--- config.mk ---
export PLATFORM = sky130hd
export DESIGN_NAME = audplay_tx
export DESIGN_NICKNAME = d
export VERILOG_FILES = /design/src/rtl/audplay_pkg.sv /design/src/rtl/audplay_fifo.sv /design/src/rtl/audplay_tx.sv
export SDC_FILE = /design/constraint.sdc
export NUM_CORES = 1
export LEC_CHECK = 0
export CORE_MARGIN = 3
export CORE_UTILIZATION = 44
export DETAILED_ROUTE_END_ITERATION = 12
export GPL_TIMING_DRIVEN = 0
export HOLD_SLACK_MARGIN = 0.03
export PLACE_DENSITY_LB_ADDON = 0.15
export SYNTH_ARGS = -nofsm -noshare
export SYNTH_HDL_FRONTEND = slang
export SYNTH_SLANG_ARGS = --single-unit
--- constraint.sdc ---
create_clock -name clk -period 3.8 [get_ports clk]
set_input_delay 0.38 -clock clk [delete_from_list [all_inputs] [get_ports clk]]
set_output_delay 0.38 -clock clk [all_outputs]
set_load 0.01 [all_outputs]
--- src/rtl/audplay_pkg.sv ---
// Shared constants for the audio playback/acquisition blocks:
// FSM encodings, frame geometry and the serial bit-slot helper.
package audplay_pkg;

    localparam logic [1:0] AUDPLAY_IDLE  = 2'd0;
    localparam logic [1:0] AUDPLAY_LEFT  = 2'd1;
    localparam logic [1:0] AUDPLAY_RIGHT = 2'd2;

    localparam int AUD_HALF_TICKS = 64;
    localparam int AUD_SAMPLE_W   = 16;

    // Bit on sd for a given count within a half: slots 2..33, two ticks per bit, MSB first
    function automatic logic sd_bit(input logic [5:0] c,
                                    input logic [AUD_SAMPLE_W-1:0] s);
        logic [3:0] k;
        if (c < 6'd2 || c > 6'd33) begin
            return 1'b0;
        end
        k = 4'((c - 6'd2) >> 1);
        return s[~k];
    endfunction

endpackage

--- src/rtl/audplay_fifo.sv ---
// Synchronous sample FIFO with wrap-bit pointers; occupancy is the
// pointer difference, so full and empty are both derived from it.
module audplay_fifo
    import audplay_pkg::*;
#(
    parameter int DEPTH = 8,
    parameter int W     = AUD_SAMPLE_W
) (
    input  logic                       clk,
    input  logic                       rstn,
    input  logic                       push,
    input  logic                       pop,
    input  logic [W-1:0]               wdata,
    output logic [W-1:0]               rdata,
    output logic                       full,
    output logic                       empty,
    output logic [$clog2(DEPTH):0]     level
);

    localparam int AW = $clog2(DEPTH);

    logic [AW:0]  wptr;
    logic [AW:0]  rptr;
    logic [W-1:0] mem [DEPTH];
    logic         do_push;
    logic         do_pop;

    assign level   = wptr - rptr;
    assign full    = (level == (AW+1)'(DEPTH));
    assign empty   = (level == '0);
    assign do_push = push & ~full;
    assign do_pop  = pop & ~empty;
    assign rdata   = mem[rptr[AW-1:0]];

    always_ff @(posedge clk) begin
        if (!rstn) begin
            wptr <= '0;
            rptr <= '0;
        end else begin
            if (do_push) wptr <= wptr + 1'b1;
            if (do_pop)  rptr <= rptr + 1'b1;
        end
    end

    always_ff @(posedge clk) begin
        if (do_push) mem[wptr[AW-1:0]] <= wdata;
    end

endmodule

--- src/rtl/audplay_tx.sv ---
// Mono I2S-style playback master: tick divider, frame FSM, sample
// shifter and underrun accounting in front of the sample FIFO.
module audplay_tx
    import audplay_pkg::*;
#(
    parameter int    PRIMARY_DIV = 26,
    parameter int    FIFO_DEPTH  = 8,
    parameter string RIGHT_MODE  = "dup"
) (
    input  logic                          clk,
    input  logic                          rstn,
    input  logic                          en,
    input  logic                          s_vld,
    input  logic [15:0]                   s_data,
    output logic                          s_rdy,
    output logic [$clog2(FIFO_DEPTH):0]   level,
    output logic                          underrun,
    output logic [15:0]                   underrun_cnt,
    output logic                          sck,
    output logic                          ws,
    output logic                          lrs,
    output logic                          sd
);

    localparam int  DW    = (PRIMARY_DIV > 1) ? $clog2(PRIMARY_DIV) : 1;
    localparam bit  RZERO = (RIGHT_MODE == "zero");
    localparam logic [5:0] LAST = 6'(AUD_HALF_TICKS - 1);

    logic [DW-1:0]            div;
    logic                     tick;
    logic [1:0]               state;
    logic [1:0]               state_n;
    logic [5:0]               count;
    logic [5:0]               count_n;
    logic                     enter_left;
    logic [AUD_SAMPLE_W-1:0]  shreg;
    logic [AUD_SAMPLE_W-1:0]  shreg_n;
    logic                     sd_n;
    logic                     f_full;
    logic                     f_empty;
    logic                     f_pop;
    logic                     ur_ev;
    logic [AUD_SAMPLE_W-1:0]  f_head;

    assign tick = (div == '0);

    always_ff @(posedge clk) begin
        if (!rstn) begin
            div <= '0;
        end else if (div == DW'(PRIMARY_DIV - 1)) begin
            div <= '0;
        end else begin
            div <= div + 1'b1;
        end
    end

    always_comb begin
        state_n    = state;
        count_n    = count;
        enter_left = 1'b0;
        case (state)
            AUDPLAY_IDLE: begin
                if (!en) begin
                    count_n = '0;
                end else if (count == LAST) begin
                    state_n    = AUDPLAY_LEFT;
                    count_n    = '0;
                    enter_left = 1'b1;
                end else begin
                    count_n = count + 1'b1;
                end
            end
            AUDPLAY_LEFT: begin
                if (count == LAST) begin
                    state_n = AUDPLAY_RIGHT;
                    count_n = '0;
                end else begin
                    count_n = count + 1'b1;
                end
            end
            AUDPLAY_RIGHT: begin
                if (count == LAST) begin
                    count_n = '0;
                    if (en) begin
                        state_n    = AUDPLAY_LEFT;
                        enter_left = 1'b1;
                    end else begin
                        state_n = AUDPLAY_IDLE;
                    end
                end else begin
                    count_n = count + 1'b1;
                end
            end
            default: begin
                state_n = AUDPLAY_IDLE;
                count_n = '0;
            end
        endcase
    end

    assign f_pop = tick & enter_left & ~f_empty;
    assign ur_ev = tick & enter_left & f_empty;

    // An empty FIFO at frame start plays a silent frame
    always_comb begin
        shreg_n = shreg;
        if (enter_left) begin
            shreg_n = f_empty ? '0 : f_head;
        end
        sd_n = 1'b0;
        case (state_n)
            AUDPLAY_LEFT:  sd_n = sd_bit(count_n, shreg_n);
            AUDPLAY_RIGHT: sd_n = RZERO ? 1'b0 : sd_bit(count_n, shreg_n);
            default:       sd_n = 1'b0;
        endcase
    end

    always_ff @(posedge clk) begin
        if (!rstn) begin
            state <= AUDPLAY_IDLE;
            count <= '0;
            shreg <= '0;
            sd    <= 1'b0;
        end else if (tick) begin
            state <= state_n;
            count <= count_n;
            shreg <= shreg_n;
            sd    <= sd_n;
        end
    end

    always_ff @(posedge clk) begin
        if (!rstn) begin
            underrun     <= 1'b0;
            underrun_cnt <= '0;
        end else begin
            underrun <= ur_ev;
            if (ur_ev && underrun_cnt != 16'hFFFF) begin
                underrun_cnt <= underrun_cnt + 1'b1;
            end
        end
    end

    audplay_fifo #(
        .DEPTH (FIFO_DEPTH),
        .W     (AUD_SAMPLE_W)
    ) u_fifo (
        .clk   (clk),
        .rstn  (rstn),
        .push  (s_vld),
        .pop   (f_pop),
        .wdata (s_data),
        .rdata (f_head),
        .full  (f_full),
        .empty (f_empty),
        .level (level)
    );

    assign s_rdy = ~f_full;
    assign sck   = (state == AUDPLAY_IDLE) | count[0];
    assign ws    = (state != AUDPLAY_LEFT);
    assign lrs   = 1'b0;

endmodule

**After elaboration in Yosys (flattened, before gate mapping)**

Memories as Yosys holds them, arrays and structs flattened. A register that Yosys moved wholly into a read port is not among the register bits.
Cells that the tools add are included.

- Register bits: 55
- RAM bits: 128
- Input port bits: 20
- Output and inout port bits: 26
- Logic and storage cells: 75
- Memories kept: 1

- Add/subtract/negate cells: 7
- $lt $le $gt $ge: 3
- Equal/unequal tests: 9
- Multiplexer cells: 29
- Bitwise operators: 10
- Reductions and logical operators: 7

Memories:

| memory | words | bits a word | rd ports | clocked after memory_dff | write ports | RTL line | source |
|---|---|---|---|---|---|---|---|
| u_fifo.mem | 8 | 16 | 1 | 1 | 1 | audplay_fifo.sv:24 | `logic [W-1:0] mem [DEPTH];` |

Operators by type and width:

| kind | count |
|---|---|
| $mux W16 | 2 |
| $add A16 B1 Y16 const B | 1 |
| $ne A16 B16 Y1 const B | 1 |
| $mux W1 | 14 |
| $mux W6 | 2 |
| $pmux W6 S2 | 1 |
| $add A4 B1 Y4 const B | 2 |
| $mux W2 | 4 |
| $add A6 B1 Y6 const B | 1 |
| $eq A6 B6 Y1 const B | 1 |
| $gt A6 B6 Y1 const B | 1 |
| $lt A6 B2 Y1 const B | 1 |
| $mux W3 | 2 |
| $pmux W2 S3 | 1 |
| $add A5 B1 Y5 const B | 1 |
| $and A1 B1 Y1 | 5 |
| $eq A5 B5 Y1 const B | 1 |
| $logic_not A5 Y1 | 1 |
| $lt A4 B5 Y1 const B | 1 |
| $sub A5 B2 Y5 const B | 1 |
| $bmux W1 S4 | 1 |
| $eq A2 B1 Y1 const B | 2 |
| $eq A2 B2 Y1 const B | 2 |
| $eq A4 B4 Y1 const B | 1 |
| other kinds (11) | 15 |

**Depth between registers and ports, before layout**

Gate-level depths: netlist of run 1.

- Word-level depth: 10
- Gate-level depth with buffers: 15
- Mapped depth without buffers: 13

**By module**

A second synthesis of run 1 with hierarchy kept.

- Cell total of the unflattened synthesis: 587
- Area total of the unflattened synthesis: 8186.6 um^2

By module, submodules not included:

| module | instances | cells an instance | area each (um^2) | seq. area each (um^2) |
|---|---|---|---|---|
| audplay_fifo | 1 | 266 | 5509.0 | 4063.9 |
| audplay_tx | 1 | 321 | 2677.6 | 940.9 |

**Least setup slack after synthesis of run 1**

Ideal clock, no wire load.

- Path type: register to register
- From: reg u_fifo.wptr[0]
- To: mem u_fifo.mem[0][0] (netlist bit) (enable)
- Library setup time: 409 ps
- Data arrival time: 2796 ps
- Data required time: 3391 ps
- Slack: 595 ps
- Stages on the path, launching flop included: 10
- Path buffers: 0
- Period minus slack after synthesis: 3205 ps
- Cells stage by stage: dfxtp_1 > inv_1 > ha_1 > inv_1 > fa_1 > xor2_1 > nor3_1 > nand2_1 > nand3_1 > nor3_1

- Word-level cells in the longest chain between the ends: 6

RTL lines:

| element | RTL line | source |
|---|---|---|
| start: declaration | audplay_fifo.sv:22 | `logic [AW:0] wptr;` |
| start signal: assignment | audplay_fifo.sv:40 | `if (do_push) wptr <= wptr + 1'b1;` |
| $sub A4 B4 Y4 | audplay_fifo.sv:28 | `assign level = wptr - rptr;` |
| named net level[2] | audplay_tx.sv:16 | `output logic [$clog2(FIFO_DEPTH):0] level,` |
| $eq A4 B4 Y1 | audplay_fifo.sv:29 | `assign full = (level == (AW+1)'(DEPTH));` |
| $not A1 Y1 | -- |  |
| named net s_rdy | audplay_tx.sv:15 | `output logic s_rdy,` |
| $and A1 B1 Y1 | audplay_fifo.sv:31 | `assign do_push = push & ~full;` |
| $mux W1 | audplay_fifo.sv:46 | `if (do_push) mem[wptr[AW-1:0]] <= wdata;` |
| $mux W1 (not written as such) | audplay_fifo.sv:46 |  |
| end: declaration | audplay_fifo.sv:24 |  |

The timed path passes the listed nets, and every way through them passes these cells.

**Worst setup path after layout of run 1**

- From: reg count[0]
- To: reg sd

- Word-level cells in the longest chain between the ends: 10
- Elaborated cells between the ends (all ways): 30
- Classes of those cells: add/sub: 2; order compare: 2; eq/ne: 3; mux: 21; bitwise: 1; reduce/logical: 1

RTL lines:

| element | RTL line | source |
|---|---|---|
| start: declaration | audplay_tx.sv:33 | `logic [5:0] count;` |
| start signal: assignment | audplay_tx.sv:126 | `count <= count_n;` |
| $add A6 B1 Y6 / $eq A6 B6 Y1 (equally long branches) | -- |  |
| $mux W6 | audplay_tx.sv:65, audplay_tx.sv:74, audplay_tx.sv:82 |  |
| $mux W6 | audplay_tx.sv:63 | `if (!en) begin` |
| $pmux W6 S2 | audplay_tx.sv:61 | `case (state)` |
| $sub A5 B2 Y5, or another cell as far along | audplay_pkg.sv:19 | `k = 4'((c - 6'd2) >> 1);` |
| $not A4 Y4 / $logic_or A1 B1 Y1 (equally long branches) | audplay_pkg.sv:20, audplay_pkg.sv:16 |  |
| $bmux W1 S4 / $mux W1 (equally long branches) | audplay_pkg.sv:20, audplay_pkg.sv:16 |  |
| $mux W1 (on tied branches) | audplay_pkg.sv:20, audplay_tx.sv:111 |  |
| $mux W1 | audplay_pkg.sv:19 |  |
| $pmux W1 S2 (*) | audplay_tx.sv:111 | `case (state_n)` |
| end signal: assignment | audplay_tx.sv:128 | `sd <= sd_n;` |
| end: declaration | audplay_tx.sv:22 | `output logic sd` |

Mark *: on every way between the ends. The rest lies on a longest branch, timed or not. The select of a mux whose other input is x is not followed.
A chain may end at the register's enable or synchronous reset.

==> results of run 1 <==
## kinds of logic after synthesis
group / Yosys count / synth area share
xor+xnor: 26 / 0.0283
buf+inv: 44 / 0.0269
flops: 186 / 0.621
fa+ha+maj: 16 / 0.0258
simple gates: 176 / 0.120
other cells: 1 / 0.000465
mux: 52 / 0.114
compound gates: 75 / 0.0636
## repair_timing
action	CTS	global route
buffers inserted	0	0
endpoints found under the setup margin	0	1
hold endpoints to repair	0	0
## cell type report
| cell class | instances | area, um2 | area share |
|---|---|---|---|
| repair buffers | 52 | 554 | 0.0582 |
| clock buffers | 18 | 429 | 0.0451 |
| plain buffers | 28 | 156 | 0.0164 |
| well taps | 225 | 282 | 0.0296 |
| inverters | 15 | 56.3 | 0.00591 |
| clock inverters | 14 | 174 | 0.0183 |
| multi-input cells | 346 | 2860 | 0.301 |
| flip-flops and latches | 186 | 5000 | 0.526 |
## where the power goes
part / internal [mW] / total, mW / switching [mW]
logic: 0.108 / 0.261 / 0.154
clock network: 0.947 / 1.77 / 0.821
registers: 2.20 / 2.22 / 0.0159
## cell usage in the layout, fill, tap and decap left out, types with 8 or more instances in the layout
cell,Yosys,routed
edfxtp_1,128,128
dfxtp_1,58,58
clkdlybuf4s50_1,0,43
nand2_1,37,37
mux4_2,32,32
nor3_1,24,22
a21oi_1,20,20
and2_1,20,20
mux2i_1,19,19
nor2b_1,19,19
xor2_1,17,17
clkbuf_16,0,17
inv_1,15,15
ha_1,15,15
nor2_1,19,13
o21ai_0,12,12
nand3_1,12,12
clkbuf_1,12,12
a21boi_0,12,12
buf_2,11,11
or3_1,9,9
xnor2_1,9,9
nor2_2,2,8
and3_1,8,8
## registers in the layout, indices dropped and copies added, names as in the netlist, named ones only
name,cells
u_fifo.mem,128
shreg,16
underrun_cnt,16
count,6
div,5
u_fifo.rptr,4
u_fifo.wptr,4
state,2
sd,1
underrun,1
## worst min path at each step
stage	cells past startpoint	from	slack, ns	endpoint
after global placement	2	shreg[6]$_SDFFE_PN0N_	0.45	shreg[6]$_SDFFE_PN0N_
final	2	rstn	0.36	count[5]$_SDFFE_PN0N_
after CTS	2	rstn	0.35	count[5]$_SDFFE_PN0N_
after detailed placement	2	shreg[8]$_SDFFE_PN0N_	0.46	shreg[8]$_SDFFE_PN0N_
after floorplan	2	shreg[8]$_SDFFE_PN0N_	0.44	shreg[8]$_SDFFE_PN0N_
after global routing	2	rstn	0.38	count[5]$_SDFFE_PN0N_
## layer usage
layer	track usage	vias to the layer above	part of all wire
met5	0	-	0
met4	0.0500	0	0.017
met3	0.0438	20	0.038
met2	0.287	101	0.51
met1	0.223	2385	0.44
li1	-	2317	-
## worst max-delay path: cells and delay by family, from the launching register on
kind	cells	cell delay, ns
fa+ha+maj	2	0.75
mux	1	0.36
compound gates	4	0.91
flops	1	0.37
buf+inv	3	0.53
simple gates	3	0.47
==> results_dict.tcl, run 1 <==
set metrics [dict create \
    clk_latency_ns 0.42 \
    hold_buffers 0 \
    utilization 0.541 \
    netlist_top_cells_area "edfxtp_1 48%, dfxtp_1 14%, mux4_2 8.9%, mux2i_1 2.4%, ha_1 2.3%" \
    yosys_warnings 0 \
    ys_async_sr_fraction 0 \
    path_max_fanout 10 \
    ys_types 63 \
    h-tree-depth 4 \
    ant_nets 0 \
    endpoint_kind "register" \
    synthTopCellsByCount "128 x edfxtp_1, 58 x dfxtp_1, 37 x nand2_1, 32 x mux4_2, 24 x nor3_1" \
    worst_ep_required_time_ns 4.13 \
    wirelength_um 16400 \
    outcome "finished, final reports clean" \
    nNetsFinal 682 \
    nFillCells 1436 \
    vias 4823 \
    finalInstanceArea_um2 9520 \
    drt-initial-drc-count 291 \
    grt_pass1_wl_um 26100 \
    path_cells "ha_1 > and3_1 > buf_6 > a311oi_2 > buf_6 > nand2_2 > ha_1 > inv_1 > mux2_2 > nor3_1 > o21ai_0 > a2111o_1 > o311ai_1" \
    finalPower_mw 4.25 \
    synthesis.area_um2 8060 \
    finalHoldViolCount 0 \
    rsz0062_at_grt "false" \
    placed_area_um2 8920 \
    power.leakage_nw 3.16 \
    arrival_ns 3.82 \
    cts.clk_slew.worst_paths_ns 0.07 \
    synthCells 576 \
    remaining_drc_errors 0 \
    first_pass_iters 5 \
    crit_type "reg -> reg" \
    area_delta_synth_final_pct 18.1 \
    globalplace.congestion 0.873 \
    reg2reg_to "sd$_SDFFE_PN0N_" \
    pre_cts_ws_ns 0.189 \
    worst_slack_ns 0.302 \
    worst_slew_pin_slew_ns 0.947 \
    drv_slew 0 \
    antenna_found_initial 0 \
    ir_worst_vdd_uv 390 \
    root_buffer "clkbuf_16" \
    cts_sinks 186 \
    core_area_um2 17600 \
    fp.dieArea_um2 20000 \
    hold_path_class "in -> reg" \
    period_minus_slack_ns 3.50 \
    r2r-start "count[0]$_SDFFE_PN0N_" \
    dp_cells 853 \
    grt_max_degree 20 \
    ys.flop_type "edfxtp_1" \
    holdWs_ns 0.363 \
    final_cells 884 \
    yosys.area.top_type_share 0.477 \
    post_cts_resized 0 \
    cts_tree "yes" \
    crit_end "sd$_SDFFE_PN0N_" \
    grt.overflow.total 0 \
    yosysTopAreaCell "edfxtp_1" \
    die_w_um 141 \
    max_cap_violations 0 \
    clk_path_buf_depth 2 \
    viasPerCell 5.46 \
    syn_nets 612 \
    tns_ns 0 \
    diodes 0 \
    finalSetupViolations 0 \
    cpMaxStageDelayCell "ha_1" \
    grt_use_total 0.172 \
    fin_worst_skew_ns 0.00876 \
    row_count 48 \
    ios 46 \
    startpoint "count[0]$_SDFFE_PN0N_" \
    grt_pass1_vias 4820 \
    relSlewSlack 0.365 \
    wl_per_cell_um 18.6 \
    crit_path_max_incr_delay_ns 0.45 \
    io_buffers 43 \
    ff2ff_setup_slack_ns 0.30 \
    yosysMostFrequentCell "edfxtp_1" \
    reg2reg_depth 13 \
    drive_above_1_share 0.171 \
    fin_crit_sh 0.920 \
    pwr_density_cell_nw_per_um2 446 \
    start_util 0.458 \
    synth_enable_flop_cells 128 \
    post-dp-hpwl_um 11500 \
    start_kind "register" \
    ys_seq_area_frac 0.621 \
    maxClockFrequency_mhz 286 \
    syn_area_per_cell_um2 14.0 \
    cts_inserted_buffers 17 \
    ys_ff_latch 186 \
    die_y_um 141 \
]
Power figures use the tool's default switching activity.
==> run 2: changes to the inputs <==
- CORE_ASPECT_RATIO: not set -> 1.75
==> run 2 against run 1 <==
Net effect: power grew 0.79%; sequential power is essentially flat; clock skew grew 0.0029 ns; die area grew 0.32%; sequential cell count is the same; combinational power grew 2%; register-to-register slack lost 0.06 ns; global-route usage grew 1.1 points; sequential share of layout area shrank 0.42 points; clock-buffer cell count grew 3; largest power group unchanged; highest routed layer unchanged.
==> results_dict.tcl, run 2 (synthesis gave the netlist of run 1 again) <==
set metrics [dict create \
    outcome "finished, final reports clean" \
    crit_type "reg -> reg" \
    hold_buffers 0 \
    start_kind "register" \
    grt_pass1_vias 5096 \
    drive_above_1_share 0.173 \
    area_delta_synth_final_pct 19.1 \
    p_sw_uw 924 \
    cts_inserted_buffers 17 \
    internal_power_mw 3.36 \
    holdWs_ns 0.346 \
    fin_crit_sh 0.937 \
    core_area_um2 17700 \
    multi_input_comb_area_um2 2860 \
    row_count 64 \
    start_util 0.455 \
    nNetsFinal 683 \
    grt_max_degree 18 \
    h-tree-depth 4 \
    die_y_um 185 \
    startpoint "count[0]$_SDFFE_PN0N_" \
    antenna_found_initial 0 \
    period_minus_slack_ns 3.56 \
    power.leakage_nw 3.20 \
    clk_latency_ns 0.43 \
    viasPerCell 5.45 \
    finalHoldViolCount 0 \
    ios 46 \
    arrival_ns 3.89 \
    seqPwrFrac 0.519 \
    grt_use_total 0.183 \
    final_cell_mix "128 x edfxtp_1, 58 x dfxtp_1, 43 x clkdlybuf4s50_1, 37 x nand2_1, 32 x mux4_2" \
    wirelength_um 17100 \
    diodes 0 \
    clk_path_buf_depth 2 \
    hold_path_class "in -> reg" \
    ir_worst_vdd_uv 398 \
    grt_pass1_wl_um 27700 \
    first_pass_iters 4 \
    drv_slew 0 \
    fp.dieArea_um2 20000 \
    cts.clk_slew.worst_paths_ns 0.07 \
    path_max_fanout 10 \
    nFillCells 1457 \
    post-dp-hpwl_um 12200 \
    endpoint_kind "register" \
    regArea_um2 5000 \
    finalSetupViolations 0 \
    final_cells 891 \
    ant_nets 0 \
    worstHoldStart "rstn" \
    grt.overflow.total 0 \
    root_buffer "clkbuf_16" \
    p_sw_frac 0.216 \
    pwr-share-comb 0.062 \
    vias 4858 \
    layout_commonest_cell "edfxtp_1" \
    clkPwrFrac 0.419 \
    wl_per_cell_um 19.2 \
    cts_tree "yes" \
    worst_ep_required_time_ns 4.13 \
    r2r-start "count[0]$_SDFFE_PN0N_" \
    max_cap_violations 0 \
    relSlewSlack 0.531 \
    rsz0062_at_grt "false" \
    fin_worst_skew_ns 0.0117 \
    dp_cells 860 \
    utilization 0.542 \
    die_w_um 108 \
    drt-initial-drc-count 381 \
    worst_slew_pin_slew_ns 0.703 \
    remaining_drc_errors 0 \
    io_buffers 43 \
    maxClockFrequency_mhz 281 \
    cts_sinks 186 \
    finalPower_mw 4.28 \
    pwr_density_cell_nw_per_um2 446 \
    globalplace.congestion 0.904 \
    largest_reg_flops 128 \
]
-- run 2: changes by cell type in the layout (fill, tap and decap cells not counted) --
| cell | delta |
|---|---|
| inv_6 | +1 |
| clkinv_4 | +1 |
| clkbuf_8 | +1 |
| clkinvlp_4 | -2 |
| inv_12 | -1 |
| clkbuf_16 | +2 |
| inv_8 | -4 |
| buf_16 | +4 |
| clkinv_8 | -2 |
| buf_8 | -4 |
| bufinv_8 | +1 |
| buf_6 | +1 |
| inv_4 | +3 |
-- run 2: final cells by class --
class	count	area share
Sequential cell	186	0.521
Multi-Input combinational cell	346	0.298
Timing Repair Buffer	53	0.0641
Clock buffer	21	0.0514
Tap cell	231	0.0301
Buffer	28	0.0163
Clock inverter	11	0.0124
Inverter	15	0.00587
-- run 2: path summary, 6_finish.rpt --
path                      endpoint  slack [ns]  cells past startpoint
max reg2reg        sd$_SDFFE_PN0N_        0.24                     13
min          count[5]$_SDFFE_PN0N_        0.35                      2
max                sd$_SDFFE_PN0N_        0.24                     13
min reg2reg  shreg[6]$_SDFFE_PN0N_        0.47                      2
-- run 2: power groups by stage --
stage / logic (mW) / clock network [mW] / registers, mW
finish: 0.266 / 1.79 / 2.22
global route: 0.293 / 1.91 / 2.23
CTS: 0.271 / 1.83 / 2.22
detailed placement: 0.269 / 0 / 2.27
global placement: 0.245 / 0 / 2.27
floorplan: 0.151 / 0 / 2.26
-- run 2: worst max-delay path, stage by stage (launching register included) --
cell,delay [ns]
dfxtp_1,0.38
ha_1,0.31
and3_1,0.22
buf_6,0.12
a311oi_2,0.35
buf_6,0.19
nand2_2,0.13
ha_1,0.45
inv_1,0.20
mux2_2,0.36
nor3_1,0.15
o21ai_0,0.15
a2111o_1,0.38
o311ai_1,0.07
-- run 2: per-stage QoR --
step,setup slack [ns],instance area [um2],TNS (ns)
2_1_floorplan,0.595,8060,0
3_3_place_gp,-0.537,8780,-15.40
3_5_place_dp,0.118,8990,0
4_1_cts,0.159,9600,0
5_1_grt,0.0133,9600,0
6_report,0.239,9600,0
-- run 2: repair_timing --
action | 4_1_cts | 5_1_grt
setup buffers | 0 | 0
resized for setup | 0 | 0
endpoints found under the setup margin | 0 | 1
-- run 2: layer usage --
| metal | up-vias | global-route usage | wire [um] |
|---|---|---|---|
| met4 | 0 | 0.0698 | 458 |
| met3 | 31 | 0.0283 | 429 |
| met1 | 2438 | 0.205 | 6630 |
| met5 | - | 0 | 0 |
| li1 | 2311 | - | - |
| met2 | 78 | 0.343 | 9590 |
==> run 3: changes to the inputs <==
- CTS_CLUSTER_DIAMETER: not set -> 60
==> results of run 3 <==
Final layout, timing and power as in run 2 (identical DEF).
